**config.mk**
```make
export PLATFORM = sky130hd
export DESIGN_NAME = sc_datapath_exec
export DESIGN_NICKNAME = d
export VERILOG_FILES = /design/src/rtl/sc_datapath_pkg.sv /design/src/rtl/sc_datapath_alu.sv /design/src/rtl/sc_datapath_exec.sv
export SDC_FILE = /design/constraint.sdc
export NUM_CORES = 1
export LEC_CHECK = 0
export ABC_AREA = 0
export CAP_MARGIN = 20
export CORE_AREA = 2 2 86 88
export CTS_BUF_LIST = sky130_fd_sc_hd__clkbuf_8 sky130_fd_sc_hd__clkbuf_16
export DETAILED_ROUTE_END_ITERATION = 8
export DIE_AREA = 0 0 88 90
export GPL_ROUTABILITY_DRIVEN = 0
export PLACE_DENSITY = 0.76
export SETUP_SLACK_MARGIN = 0.5
export SLEW_MARGIN = 5
export SYNTH_ARGS = -nofsm -noshare
export SYNTH_HDL_FRONTEND = slang
export SYNTH_HIERARCHICAL = 1
export SYNTH_SLANG_ARGS = --single-unit
```
**constraint.sdc**
```tcl
create_clock -name SC_DATAPATH_CLOCK_50 -period 3.15 [get_ports SC_DATAPATH_CLOCK_50]
set_clock_uncertainty 0.1 [all_clocks]
set_input_delay 0.63 -clock SC_DATAPATH_CLOCK_50 [delete_from_list [all_inputs] [get_ports SC_DATAPATH_CLOCK_50]]
set_output_delay 0.63 -clock SC_DATAPATH_CLOCK_50 [all_outputs]
set_load 0.05 [all_outputs]
```
**src/rtl/sc_datapath_pkg.sv**
```systemverilog
// sc_datapath_pkg
// Shared encodings for the SC datapath responder:
//   - ALU operation codes
//   - BUSA/BUSB mux select codes
//   - write-decoder "no write" code
//   - shifter control codes
//   - default bus width
package sc_datapath_pkg;

  localparam int DATA_W = 8;

  typedef enum logic [3:0] {
    ALU_PASS = 4'b0000,
    ALU_OR   = 4'b0001,
    ALU_AND  = 4'b0010,
    ALU_NOT  = 4'b0011,
    ALU_XOR  = 4'b0100,
    ALU_ADD  = 4'b1000,
    ALU_SUB  = 4'b1001,
    ALU_INC  = 4'b1010,
    ALU_DEC  = 4'b1011
  } alu_op_e;

  typedef enum logic [2:0] {
    MUX_GEN0 = 3'b000,
    MUX_GEN1 = 3'b001,
    MUX_GEN2 = 3'b010,
    MUX_GEN3 = 3'b011,
    MUX_FIX0 = 3'b100,
    MUX_FIX1 = 3'b101,
    MUX_NONE = 3'b110
  } mux_sel_e;

  // Any code with the MSB set suppresses the register write.
  localparam logic [2:0] DEC_NONE = 3'b100;

  typedef enum logic [1:0] {
    SH_HOLD  = 2'b00,
    SH_LEFT  = 2'b01,
    SH_RIGHT = 2'b10,
    SH_HOLD2 = 2'b11
  } shift_sel_e;

endpackage

```
**src/rtl/sc_datapath_alu.sv**
```systemverilog
// sc_datapath_alu
// Combinational ALU for the SC datapath.
// Ports:
//   a, b      in  W      operands (BUSA, BUSB)
//   op        in  SEL_W  operation code (alu_op_e)
//   result    out W      operation result
//   carry     out 1      carry out of the W+1-bit sum (arith ops only)
//   overflow  out 1      signed overflow (arith ops only)
module sc_datapath_alu
  import sc_datapath_pkg::*;
#(
  parameter int W     = DATA_W,
  parameter int SEL_W = 4
) (
  input  logic [W-1:0]     a,
  input  logic [W-1:0]     b,
  input  logic [SEL_W-1:0] op,
  output logic [W-1:0]     result,
  output logic             carry,
  output logic             overflow
);

  // All arithmetic ops share one adder: a + operand + carry_in.
  logic [W-1:0] operand;
  logic         carry_in;
  logic [W:0]   sum;

  always_comb begin
    operand  = '0;
    carry_in = 1'b0;
    case (op)
      ALU_ADD: operand = b;
      ALU_SUB: begin operand = ~b; carry_in = 1'b1; end
      ALU_INC: carry_in = 1'b1;
      ALU_DEC: operand = '1;
      default: ;
    endcase
    sum = {1'b0, a} + {1'b0, operand} + {{W{1'b0}}, carry_in};
  end

  always_comb begin
    result   = a;
    carry    = 1'b0;
    overflow = 1'b0;
    case (op)
      ALU_OR:  result = a | b;
      ALU_AND: result = a & b;
      ALU_NOT: result = ~a;
      ALU_XOR: result = a ^ b;
      ALU_ADD, ALU_SUB, ALU_INC, ALU_DEC: begin
        result   = sum[W-1:0];
        carry    = sum[W];
        // Same-sign addends producing a different-sign result.
        overflow = (a[W-1] == operand[W-1]) && (sum[W-1] != a[W-1]);
      end
      default: result = a;
    endcase
  end

endmodule

```
**src/rtl/sc_datapath_exec.sv**
```systemverilog
// sc_datapath_exec
// Datapath responder executing one SC_STATEMACHINE control word per clock:
// 4 general registers, 2 constant registers, BUSA/BUSB read muxes, ALU,
// shift register driving BUSC and a registered flag set returned active low.
// Build option: define SC_DATAPATH_ARITH_SHIFT_EN for arithmetic right shift
// (MSB replicated); otherwise right shift fills the MSB with 0.
// Ports:
//   SC_DATAPATH_CLOCK_50                        in  clock, rising edge
//   SC_DATAPATH_Reset_InLow                     in  async active-low reset
//   SC_DATAPATH_DecoderSelectionWrite_In        in  0nn write GenREG_nn from BUSC
//   SC_DATAPATH_MUXSelectionBUSA_In/BUSB_In     in  bus source selects
//   SC_DATAPATH_ALUSelection_In                 in  ALU op
//   SC_DATAPATH_RegSHIFTERLoad_InLow            in  0 = load ALU result
//   SC_DATAPATH_RegSHIFTERShiftSelection_InLow  in  01 left, 10 right
//   SC_DATAPATH_BUSC_Out                        out shifter contents
//   SC_DATAPATH_{Overflow,Carry,Negative,Zero}_OutLow out flags, active low
module sc_datapath_exec
  import sc_datapath_pkg::*;
#(
  parameter int DATAWIDTH_BUS                  = DATA_W,
  parameter int DATAWIDTH_DECODER_SELECTION    = 3,
  parameter int DATAWIDTH_MUX_SELECTION        = 3,
  parameter int DATAWIDTH_ALU_SELECTION        = 4,
  parameter int DATAWIDTH_REGSHIFTER_SELECTION = 2,
  parameter logic [DATAWIDTH_BUS-1:0] REGFIX0_VALUE = 'h01,
  parameter logic [DATAWIDTH_BUS-1:0] REGFIX1_VALUE = 'h05
) (
  input  logic                                      SC_DATAPATH_CLOCK_50,
  input  logic                                      SC_DATAPATH_Reset_InLow,
  input  logic [DATAWIDTH_DECODER_SELECTION-1:0]    SC_DATAPATH_DecoderSelectionWrite_In,
  input  logic [DATAWIDTH_MUX_SELECTION-1:0]        SC_DATAPATH_MUXSelectionBUSA_In,
  input  logic [DATAWIDTH_MUX_SELECTION-1:0]        SC_DATAPATH_MUXSelectionBUSB_In,
  input  logic [DATAWIDTH_ALU_SELECTION-1:0]        SC_DATAPATH_ALUSelection_In,
  input  logic                                      SC_DATAPATH_RegSHIFTERLoad_InLow,
  input  logic [DATAWIDTH_REGSHIFTER_SELECTION-1:0] SC_DATAPATH_RegSHIFTERShiftSelection_InLow,
  output logic [DATAWIDTH_BUS-1:0]                  SC_DATAPATH_BUSC_Out,
  output logic                                      SC_DATAPATH_Overflow_OutLow,
  output logic                                      SC_DATAPATH_Carry_OutLow,
  output logic                                      SC_DATAPATH_Negative_OutLow,
  output logic                                      SC_DATAPATH_Zero_OutLow
);

  localparam int W = DATAWIDTH_BUS;

  logic [W-1:0] gen_reg [4];
  logic [W-1:0] shifter_reg;
  logic [3:0]   flags_reg;      // {V, C, N, Z}, active high internally
  logic [W-1:0] bus_a, bus_b;
  logic [W-1:0] alu_result;
  logic         alu_carry, alu_overflow;
  logic         shift_in;

  function automatic logic [W-1:0] bus_select(input logic [DATAWIDTH_MUX_SELECTION-1:0] sel,
                                               input logic [W-1:0] r0, input logic [W-1:0] r1,
                                               input logic [W-1:0] r2, input logic [W-1:0] r3);
    case (sel)
      MUX_GEN0: return r0;
      MUX_GEN1: return r1;
      MUX_GEN2: return r2;
      MUX_GEN3: return r3;
      MUX_FIX0: return REGFIX0_VALUE;
      MUX_FIX1: return REGFIX1_VALUE;
      default:  return '0;
    endcase
  endfunction

  assign bus_a = bus_select(SC_DATAPATH_MUXSelectionBUSA_In, gen_reg[0], gen_reg[1], gen_reg[2], gen_reg[3]);
  assign bus_b = bus_select(SC_DATAPATH_MUXSelectionBUSB_In, gen_reg[0], gen_reg[1], gen_reg[2], gen_reg[3]);

  sc_datapath_alu #(
    .W     (W),
    .SEL_W (DATAWIDTH_ALU_SELECTION)
  ) u_alu (
    .a        (bus_a),
    .b        (bus_b),
    .op       (SC_DATAPATH_ALUSelection_In),
    .result   (alu_result),
    .carry    (alu_carry),
    .overflow (alu_overflow)
  );

`ifdef SC_DATAPATH_ARITH_SHIFT_EN
  assign shift_in = shifter_reg[W-1];
`else
  assign shift_in = 1'b0;
`endif

  // Load has priority over shifting; flags only change on a load.
  always_ff @(posedge SC_DATAPATH_CLOCK_50 or negedge SC_DATAPATH_Reset_InLow) begin
    if (!SC_DATAPATH_Reset_InLow) begin
      shifter_reg <= '0;
      flags_reg   <= '0;
    end else if (!SC_DATAPATH_RegSHIFTERLoad_InLow) begin
      shifter_reg <= alu_result;
      flags_reg   <= {alu_overflow, alu_carry, alu_result[W-1], (alu_result == '0)};
    end else begin
      case (SC_DATAPATH_RegSHIFTERShiftSelection_InLow)
        SH_LEFT:  shifter_reg <= {shifter_reg[W-2:0], 1'b0};
        SH_RIGHT: shifter_reg <= {shift_in, shifter_reg[W-1:1]};
        default:  ;
      endcase
    end
  end

  // General registers capture the pre-edge BUSC, so a same-cycle load
  // stores the old shifter value.
  generate
    for (genvar gi = 0; gi < 4; gi++) begin : g_gen_reg
      logic [W-1:0] value_reg;
      always_ff @(posedge SC_DATAPATH_CLOCK_50 or negedge SC_DATAPATH_Reset_InLow) begin
        if (!SC_DATAPATH_Reset_InLow)
          value_reg <= '0;
        else if (SC_DATAPATH_DecoderSelectionWrite_In == DATAWIDTH_DECODER_SELECTION'(gi))
          value_reg <= shifter_reg;
      end
      assign gen_reg[gi] = value_reg;
    end
  endgenerate

  assign SC_DATAPATH_BUSC_Out        = shifter_reg;
  assign SC_DATAPATH_Overflow_OutLow = ~flags_reg[3];
  assign SC_DATAPATH_Carry_OutLow    = ~flags_reg[2];
  assign SC_DATAPATH_Negative_OutLow = ~flags_reg[1];
  assign SC_DATAPATH_Zero_OutLow     = ~flags_reg[0];

endmodule

```
======== Word level (Yosys, flattened, before mapping) ========
Index checks and enable logic that the tools add are counted.
storage, ports and cells
  bits in registers ....................... 44
  bits of input ports ..................... 18
  output and inout bits ................... 12
  word-level logic and storage cells ...... 59
operators by class
  add/sub/neg operators ................... 2
  equality and inequality tests ........... 26
  mux-type cells .......................... 9
  bitwise gates (word level) .............. 9
  reductions and logical operators ........ 7
operators with widths
  cell                count
  $pmux 8 s6          2
  $pmux 8 s5          1
  $pmux 8 s3          1
  $eq 3x2->1 const B  6
  $eq 4x4->1 const B  4
  $not 8->8           2
  $pmux 8 s2          1
  $eq 3x3->1 const B  4
  $add 8x8->9         1
  $add 9x1->9         1
  $eq 3x1->1 const B  3
  $logic_not 3->1     3
  $and 8x8->8         1
  $eq 4x2->1 const B  2
  $logic_not 8->1     1
  $mux 8              1
  $or 8x8->8          1
  $xor 8x8->8         1
  $eq 4x1->1 const B  1
  $eq 4x3->1 const B  1
  $not 1->1           4
  $reduce_or 4->1     1
  $mux 1              3
  $ne 3x1->1 const B  1
  other kinds (6)     6

======== Logic depth before layout (Yosys ltp) ========
Gate-level depths: netlist (run 1).
  depth after elaboration ................. 9
  gate-level depth with buffers ........... 18
  depth with buffers taken out ............ 17

======== Modules after synthesis ========
Netlist (run 1), hierarchy kept.
modules (own cells, without submodules)
  module            instances  cells an instance  area an instance (sq um)  sequential area each (sq um)
  sc_datapath_exec  1          173                2328.5                    1101.1
  sc_datapath_alu   1          197                1320.0                    0.0

======== Worst setup path before layout (run 1) ========
No wires, ideal clock.
  kind .................................... in2reg
  start ................................... input SC_DATAPATH_MUXSelectionBUSB_In[1]
  end ..................................... register flags_reg[0]
  arrival time ............................ 3.472 ns
  setup slack ............................. -0.505 ns
  stages on the path ...................... 17
  buffers on the path ..................... 1
  cells stage by stage .................... clkbuf_1 nand2b_1 o22ai_1 inv_1 or3_1 a21oi_1 fa_1 inv_1 fa_1 nor2b_1 o2111ai_1 nand3b_1 xnor2_1 a221oi_1 nor4_1 nand2_1 o21ai_0
between the ends
  word-level cells in the longest chain between the ends .. 8
RTL lines
  item                                line                    RTL
  from (decl)                         sc_datapath_exec.sv:32  input logic [DATAWIDTH_MUX_SELECTION-1:0] SC_DATAPATH_MUXSelectionBUSB_In,
  $eq 3x3->1 (tied with other cells)  sc_datapath_exec.sv:56  case (sel)
  $pmux 8 s6 (*)                      sc_datapath_exec.sv:56
  via bus_b[0]                        sc_datapath_exec.sv:48  logic [W-1:0] bus_a, bus_b;
  $not 8->8                           sc_datapath_alu.sv:33   ALU_SUB: begin operand = ~b; carry_in = 1'b1; end
  $pmux 8 s3 (*)                      sc_datapath_alu.sv:31   case (op)
  $add 8x8->9 (*)                     sc_datapath_alu.sv:38   sum = {1'b0, a} + {1'b0, operand} + {{W{1'b0}}, carry_in};
  $add 9x1->9 (*)                     sc_datapath_alu.sv:38
  $pmux 8 s5 (*)                      sc_datapath_alu.sv:45   case (op)
  via alu_result[6]                   sc_datapath_exec.sv:49  logic [W-1:0] alu_result;
  $logic_not 8->1 (*)                 sc_datapath_exec.sv:95  flags_reg <= {alu_overflow, alu_carry, alu_result[W-1], (alu_result == '0)};
  to (signal assigned)                sc_datapath_exec.sv:95
  to (decl)                           sc_datapath_exec.sv:47  logic [3:0] flags_reg;
The timed path passes the listed nets; every way through them passes the cells marked *.
A chain may end at the register's enable or synchronous reset.

======== Final worst setup path (run 1) ========
  start ................................... input SC_DATAPATH_MUXSelectionBUSB_In[0]
  end ..................................... register flags_reg[0]
The elaborated chain is that of the path after synthesis.

==> results of run 1 <==
-- logic make-up (layout without fill, tap and decap cells) --
group / Yosys count / after routing / share of synthesized area
AO/OA/AOI/OAI: 90 / 90 / 0.157
flip-flops: 44 / 44 / 0.302
adder cells (fa/ha/maj): 25 / 25 / 0.0899
buffers and inverters: 44 / 163 / 0.0562
XOR/XNOR: 6 / 6 / 0.0144
AND/OR/NAND/NOR: 100 / 100 / 0.160
multiplexers: 61 / 61 / 0.221
-- worst max-delay path, cell delays in order --
cell and delay (ns):
buf_8 0.10, buf_12 0.13, mux2i_4 0.20, o22ai_4 0.16, inv_2 0.08, or3_1 0.32, a21oi_2 0.17, fa_2 0.24
inv_2 0.04, fa_2 0.35, buf_6 0.13, nor2b_4 0.12, o2111ai_2 0.11, nand3b_1 0.19, xnor2_2 0.10, a221oi_2 0.34
nor4_1 0.08, nand2_1 0.09, o21ai_1 0.06
-- synthesized netlist by cell type, types with 3 or more instances --
master | n | share of area
nor2b_1 | 17 | 0.029
o221ai_1 | 6 | 0.014
o21ai_0 | 26 | 0.036
nand3b_1 | 4 | 0.0082
buf_4 | 3 | 0.0062
buf_2 | 5 | 0.0069
o21ai_1 | 5 | 0.0069
nor2_1 | 14 | 0.014
nand4_1 | 3 | 0.0051
a211oi_1 | 9 | 0.019
mux2_2 | 36 | 0.11
or3_1 | 8 | 0.014
o22ai_1 | 6 | 0.010
or4_1 | 3 | 0.0062
buf_6 | 3 | 0.0093
a31oi_1 | 3 | 0.0051
mux4_2 | 12 | 0.074
mux2i_1 | 13 | 0.036
nand2b_1 | 13 | 0.022
o2111ai_1 | 5 | 0.012
ha_1 | 23 | 0.079
nand2_1 | 20 | 0.021
clkbuf_1 | 10 | 0.010
dfrtp_1 | 44 | 0.30
nor4_1 | 3 | 0.0051
inv_1 | 23 | 0.024
nor3_1 | 4 | 0.0055
a21oi_1 | 15 | 0.021
xnor2_1 | 4 | 0.0096
-- cell type report --
type,count,area [um^2],share of cell area
Tap cell,99,124,0.0238
Timing Repair Buffer,132,1130,0.217
Sequential cell,44,1100,0.211
Inverter,23,86.3,0.0166
Multi-Input combinational cell,282,2680,0.514
Clock inverter,2,10.0,0.00192
Clock buffer,6,82.6,0.0158
-- power by group --
part           total, uW  internal, uW  switching [uW]
Combinational       1260           666             594
Clock                370           175             195
Sequential           848           703             144
Total               2480          1540             933
-- final timing paths --
path,depth (start not counted),start,slack (ns),endpoint
hold reg to reg,1,flags_reg[1]$_DFFE_PN0N_,0.41,flags_reg[1]$_DFFE_PN0N_
max in group asynchronous,1,SC_DATAPATH_Reset_InLow,1.95,SC_DATAPATH_BUSC_Out[7]$_DFFE_PN0P_
hold / removal,1,SC_DATAPATH_Reset_InLow,0.37,g_gen_reg[1].value_reg[3]$_DFFE_PN0N_
min in group SC_DATAPATH_CLOCK_50,1,flags_reg[1]$_DFFE_PN0N_,0.41,flags_reg[1]$_DFFE_PN0N_
setup / recovery,19,SC_DATAPATH_MUXSelectionBUSB_In[0],-0.41,flags_reg[0]$_DFFE_PN0N_
setup reg to reg,17,g_gen_reg[3].value_reg[1]$_DFFE_PN0N_,-0.19,flags_reg[0]$_DFFE_PN0N_
-- through the flow --
stage                     hold WS, ns  utilization  setup slack [ns]  power [uW]  setup TNS [ns]
after floorplan                 0.234            -            -0.291        1450          -0.665
after CTS                       0.411        0.733            -0.370        2410           -2.64
after global placement          0.389        0.669             -1.06        1870          -10.10
final                           0.371        0.743            -0.406        2480           -3.20
after detailed placement        0.394        0.669             -1.14        1930          -10.81
after global routing            0.442        0.743            -0.535        2610           -4.64
-- what timing repair did --
item	in CTS	in global routing
endpoints found under the setup margin	12	12
buffers inserted	14	4
endpoints found under the hold margin	0	0
gates cloned	1	0
gates resized for setup	70	7
hold buffers	0	0
pin swaps	33	18
-- per-layer routing --
metal / vias to the layer above / GRT usage
li1: 1614 / -
met2: 138 / 0.501
met4: 0 / 0.103
met5: - / 0
met3: 27 / 0.0478
met1: 1698 / 0.390
==> results.py, run 1 <==
metrics = {
    "synthesis": {
        "synth-seq-area-share": 0.302,
        "synth_area_per_cell_um2": 9.86,
        "synthCells": 370,
        "syn_nets": 413,
        "syn_area_um2": 3650,
        "ys_warn_count": 6,
        "ys_ff_latch": 44,
        "synth_edf_count": 0,
        "yosysUniqueCellTypes": 48,
        "synth_ff_type": "dfrtp_1",
        "synthArstFlopShare": 1.00,
    },
    "place": {
        "place_hpwl_mm": 7.69,
        "placed_cells": 561,
        "dpl_cell_area_um2": 4700,
        "portBuffers": 29,
    },
    "layout": {
        "diodes": 0,
        "finalNetCount": 531,
        "final_common_cell": "buf_4",
        "fin_area_um2": 5210,
        "final_cells": 588,
        "largest_reg_flops": 32,
        "syn_to_final_growth_pct": 42.9,
        "n_fill_cell": 452,
        "layout_common_cells": "93 x buf_4, 44 x dfrtp_1, 36 x mux2_2",
        "drive_above_1_share": 0.472,
    },
    "timing": {
        "hold_viol_final": 0,
        "worst_pin_slew_ns": 0.970,
        "period_needed_ns": 3.56,
        "layout_worst_path_cycle_share": 1.13,
        "rsz0062_at_grt": "true",
        "drv_slew": 0,
        "layout_setup_ws_ns": -0.406,
        "max_freq_mhz": 281,
        "setup_viol": 12,
        "slew_headroom": 0.353,
    },
    "cts": {
        "clockBufferDepth": 2,
        "clkSinkCount": 44,
        "root_buffer": "clkbuf_8",
        "cts_tree": "built",
        "h-tree-depth": 2,
        "clkTransAtPathRegs_ns": 0.09,
        "clock_latency_ns": 0.30,
        "cts_buffers": 5,
    },
    "route": {
        "wl_per_cell_um": 19.2,
        "met3_wirelength_um": 651,
        "ant_nets": 0,
        "drc_errors": 0,
        "wl_met1_mm": 4.55,
        "dr.pass1.iters": 4,
        "drt_iter0_drc": 245,
        "viasPerCell": 5.91,
        "vias": 3477,
        "dr_wl_met2_mm": 5.75,
        "wirelength_mm": 11.3,
        "top_layer": "met4",
    },
    "critical_path": {
        "cp.arrival_ns": 3.63,
        "crit_path_end_kind": "flip-flop",
        "required_ns": 3.22,
        "worst_setup_path_start_kind": "input port",
        "critical_path_class": "in2reg",
        "worst-path-max-fanout": 5,
    },
    "power_and_ir_drop": {
        "p_per_area_nw_per_um2": 475,
        "peakVddDrop_v": 0.000456,
        "p_leak_uw": 0.00228,
    },
    "floorplanning": {
        "initial_core_util": 0.520,
        "core_area_um2": 7020,
        "die_area_um2": 7920,
        "rows": 31,
        "dieWidth_um": 88,
        "io_pins": 30,
        "die_y_um": 90,
    },
    "grt": {
        "grt_pass1_wl_mm": 18.6,
        "grt_max_degree": 45,
        "grt.total_usage": 0.300,
        "antenna_found_initial": 0,
        "grt_pass1_vias": 3625,
        "grt_overflow": 0,
    },
    "hold_path": {
        "holdCritPathClass": "in2async",
    },
    "run": {
        "max_cap_violations": 0,
    },
    "outcome": {
        "violations": "negative setup slack",
        "status": "finished with violations",
    },
}
No activity file was read; power rests on OpenSTA's default activity.
==> run 2: changes to the inputs <==
CELL_PAD_IN_SITES_DETAIL_PLACEMENT = 1   (was default)
CELL_PAD_IN_SITES_GLOBAL_PLACEMENT = 1   (was default)
CORE_AREA = 2 2 97 99   (was 2 2 86 88)
DIE_AREA = 0 0 99 101   (was 0 0 88 90)
PLACE_DENSITY = default   (was 0.76)
PLACE_DENSITY_LB_ADDON = 0.1   (was default)
==> run 2 against run 1 <==
The flow still finishes with violations (negative setup slack). Count of clock-buffer cells in the layout is 1 lower. Sequential power shrank 0.7%. Fmax is 0.16% higher. Clock power is 14% higher. Routed wire length up 15%.
==> results.py, run 2 (synthesized netlist as in run 1, its figures left out) <==
metrics = {
    "place": {
        "portBuffers": 29,
        "dpl_cell_area_um2": 4770,
        "place_hpwl_mm": 8.77,
        "placed_cells": 582,
    },
    "floorplanning": {
        "rows": 35,
        "io_pins": 30,
        "dieWidth_um": 99,
        "die_area_um2": 10000,
        "die_y_um": 101,
        "core_area_um2": 8980,
        "initial_core_util": 0.406,
    },
    "layout": {
        "finalNetCount": 550,
        "final_cells": 619,
        "drive_above_1_share": 0.530,
        "n_fill_cell": 964,
        "final_common_cell": "buf_4",
        "syn_to_final_growth_pct": 51.1,
        "layout_common_cells": "106 x buf_4, 44 x dfrtp_1, 36 x mux2_2",
        "fin_area_um2": 5510,
        "largest_reg_flops": 32,
        "diodes": 0,
    },
    "run": {
        "max_cap_violations": 0,
    },
    "grt": {
        "grt_pass1_vias": 3673,
        "antenna_found_initial": 0,
        "grt_overflow": 0,
        "grt_pass1_wl_mm": 19.5,
        "grt_max_degree": 45,
        "grt.total_usage": 0.250,
    },
    "critical_path": {
        "crit_start": "SC_DATAPATH_MUXSelectionBUSB_In[0]",
        "reg2regPathDepth": 18,
        "critical_path_class": "in2reg",
        "r2r_slack_ns": -0.25,
        "crit_path_end_kind": "flip-flop",
        "cp.arrival_ns": 3.66,
        "worst_setup_path_start_kind": "input port",
        "r2r-start": "g_gen_reg[1].value_reg[2]$_DFFE_PN0N_",
        "required_ns": 3.26,
        "worst-path-max-fanout": 7,
        "rr_endpoint": "SC_DATAPATH_BUSC_Out[6]$_DFFE_PN0P_",
    },
    "route": {
        "drt_iter0_drc": 103,
        "ant_nets": 0,
        "wl_per_cell_um": 20.9,
        "vias": 3474,
        "drc_errors": 0,
        "wirelength_mm": 13.0,
        "viasPerCell": 5.61,
        "dr.pass1.iters": 4,
    },
    "cts": {
        "h-tree-depth": 2,
        "cts_buffers": 5,
        "root_buffer": "clkbuf_8",
        "clockBufferDepth": 2,
        "cts_tree": "built",
        "clkTransAtPathRegs_ns": 0.07,
        "clock_latency_ns": 0.30,
        "clkSinkCount": 44,
    },
    "timing": {
        "hold_viol_final": 0,
        "layout_setup_ws_ns": -0.400,
        "setup_viol": 11,
        "worst_pin_slew_ns": 0.993,
        "fin_hold_ws_ns": 0.394,
        "period_needed_ns": 3.55,
        "setup_tns_ns": -2.96,
        "rsz0062_at_grt": "true",
        "slew_headroom": 0.338,
        "max_freq_mhz": 282,
        "layout_worst_path_cycle_share": 1.13,
        "drv_slew": 0,
    },
    "power_and_ir_drop": {
        "peakVddDrop_v": 0.000408,
        "total_power_uw": 2660,
        "p_per_area_nw_per_um2": 483,
        "p_leak_uw": 0.00239,
    },
    "outcome": {
        "violations": "negative setup slack",
        "status": "finished with violations",
    },
    "hold_path": {
        "holdCritPathClass": "in2async",
    },
}
[run 2: cell count changes in the layout (fill, tap and decap cells not counted), sizes merged]
cell,before,now
clkbuf,6,7
clkinv,2,1
inv,23,24
dlygate4sd2,1,0
buf,106,126
clkdlybuf4s50,24,22
bufinv,0,1
[run 2: worst max-delay path, stage by stage]
cell and delay, ns:
buf_8 0.08, buf_8 0.12, buf_4 0.11, o21ai_0 0.13, o31a_1 0.16, o22ai_2 0.12, inv_1 0.07, or3_1 0.34
a21oi_2 0.22, ha_4 0.25, buf_6 0.12, nor2b_4 0.13, o2111ai_2 0.19, nand3b_1 0.17, xnor2_2 0.19, a221oi_2 0.32
buf_4 0.18, nand2b_4 0.05, o221ai_2 0.05
[run 2: through the flow]
stage | setup WS, ns | utilization
5_1_grt | -0.517 | 0.614
4_1_cts | -0.346 | 0.596
3_5_place_dp | -1.25 | 0.531
6_report | -0.400 | 0.614
3_3_place_gp | -1.21 | 0.531
2_1_floorplan | -0.291 | -
[run 2: worst max-delay path by stage]
stage                                               end  depth (start not counted)
floorplan                      flags_reg[0]$_DFFE_PN0N_                         17
detailed placement  SC_DATAPATH_BUSC_Out[4]$_DFFE_PN0P_                         18
global route        SC_DATAPATH_BUSC_Out[6]$_DFFE_PN0P_                         19
CTS                 SC_DATAPATH_BUSC_Out[6]$_DFFE_PN0P_                         18
global placement    SC_DATAPATH_BUSC_Out[4]$_DFFE_PN0P_                         18
finish              SC_DATAPATH_BUSC_Out[6]$_DFFE_PN0P_                         19
[run 2: power by group]
group	internal, uW	leakage (uW)	switching, uW
Combinational	752	0.00177	646
Sequential	703	0.000560	139
Clock	232	0.0000593	189
[run 2: final cells by class]
| type | instances | area [um^2] | area share |
|---|---|---|---|
| clock inverters | 3 | 38.8 | 0.00704 |
| repair buffers | 151 | 1260 | 0.228 |
| inverters | 23 | 86.3 | 0.0157 |
| well taps | 111 | 139 | 0.0252 |
| flip-flops and latches | 44 | 1100 | 0.200 |
| clock buffers | 5 | 68.8 | 0.0125 |
| multi-input cells | 282 | 2820 | 0.511 |
[run 2: metal layers]
| layer | track usage | share of wire |
|---|---|---|
| met1 | 0.310 | 0.42 |
| met3 | 0.0250 | 0.018 |
| met5 | 0 | 0 |
| met4 | 0.0748 | 0.020 |
| met2 | 0.458 | 0.54 |
[run 2: repair_timing]
item / in CTS / in global routing
setup buffers: 21 / 8
pin swaps: 41 / 30
endpoints found under the setup margin: 12 / 12
gates resized for setup: 86 / 33
hold buffers: 0 / 0
==> run 3: changes to the inputs <==
CAP_MARGIN = 10   (was 20)
==> results of run 3 <==
The final DEF is identical to that of run 2; final timing and power are the same.
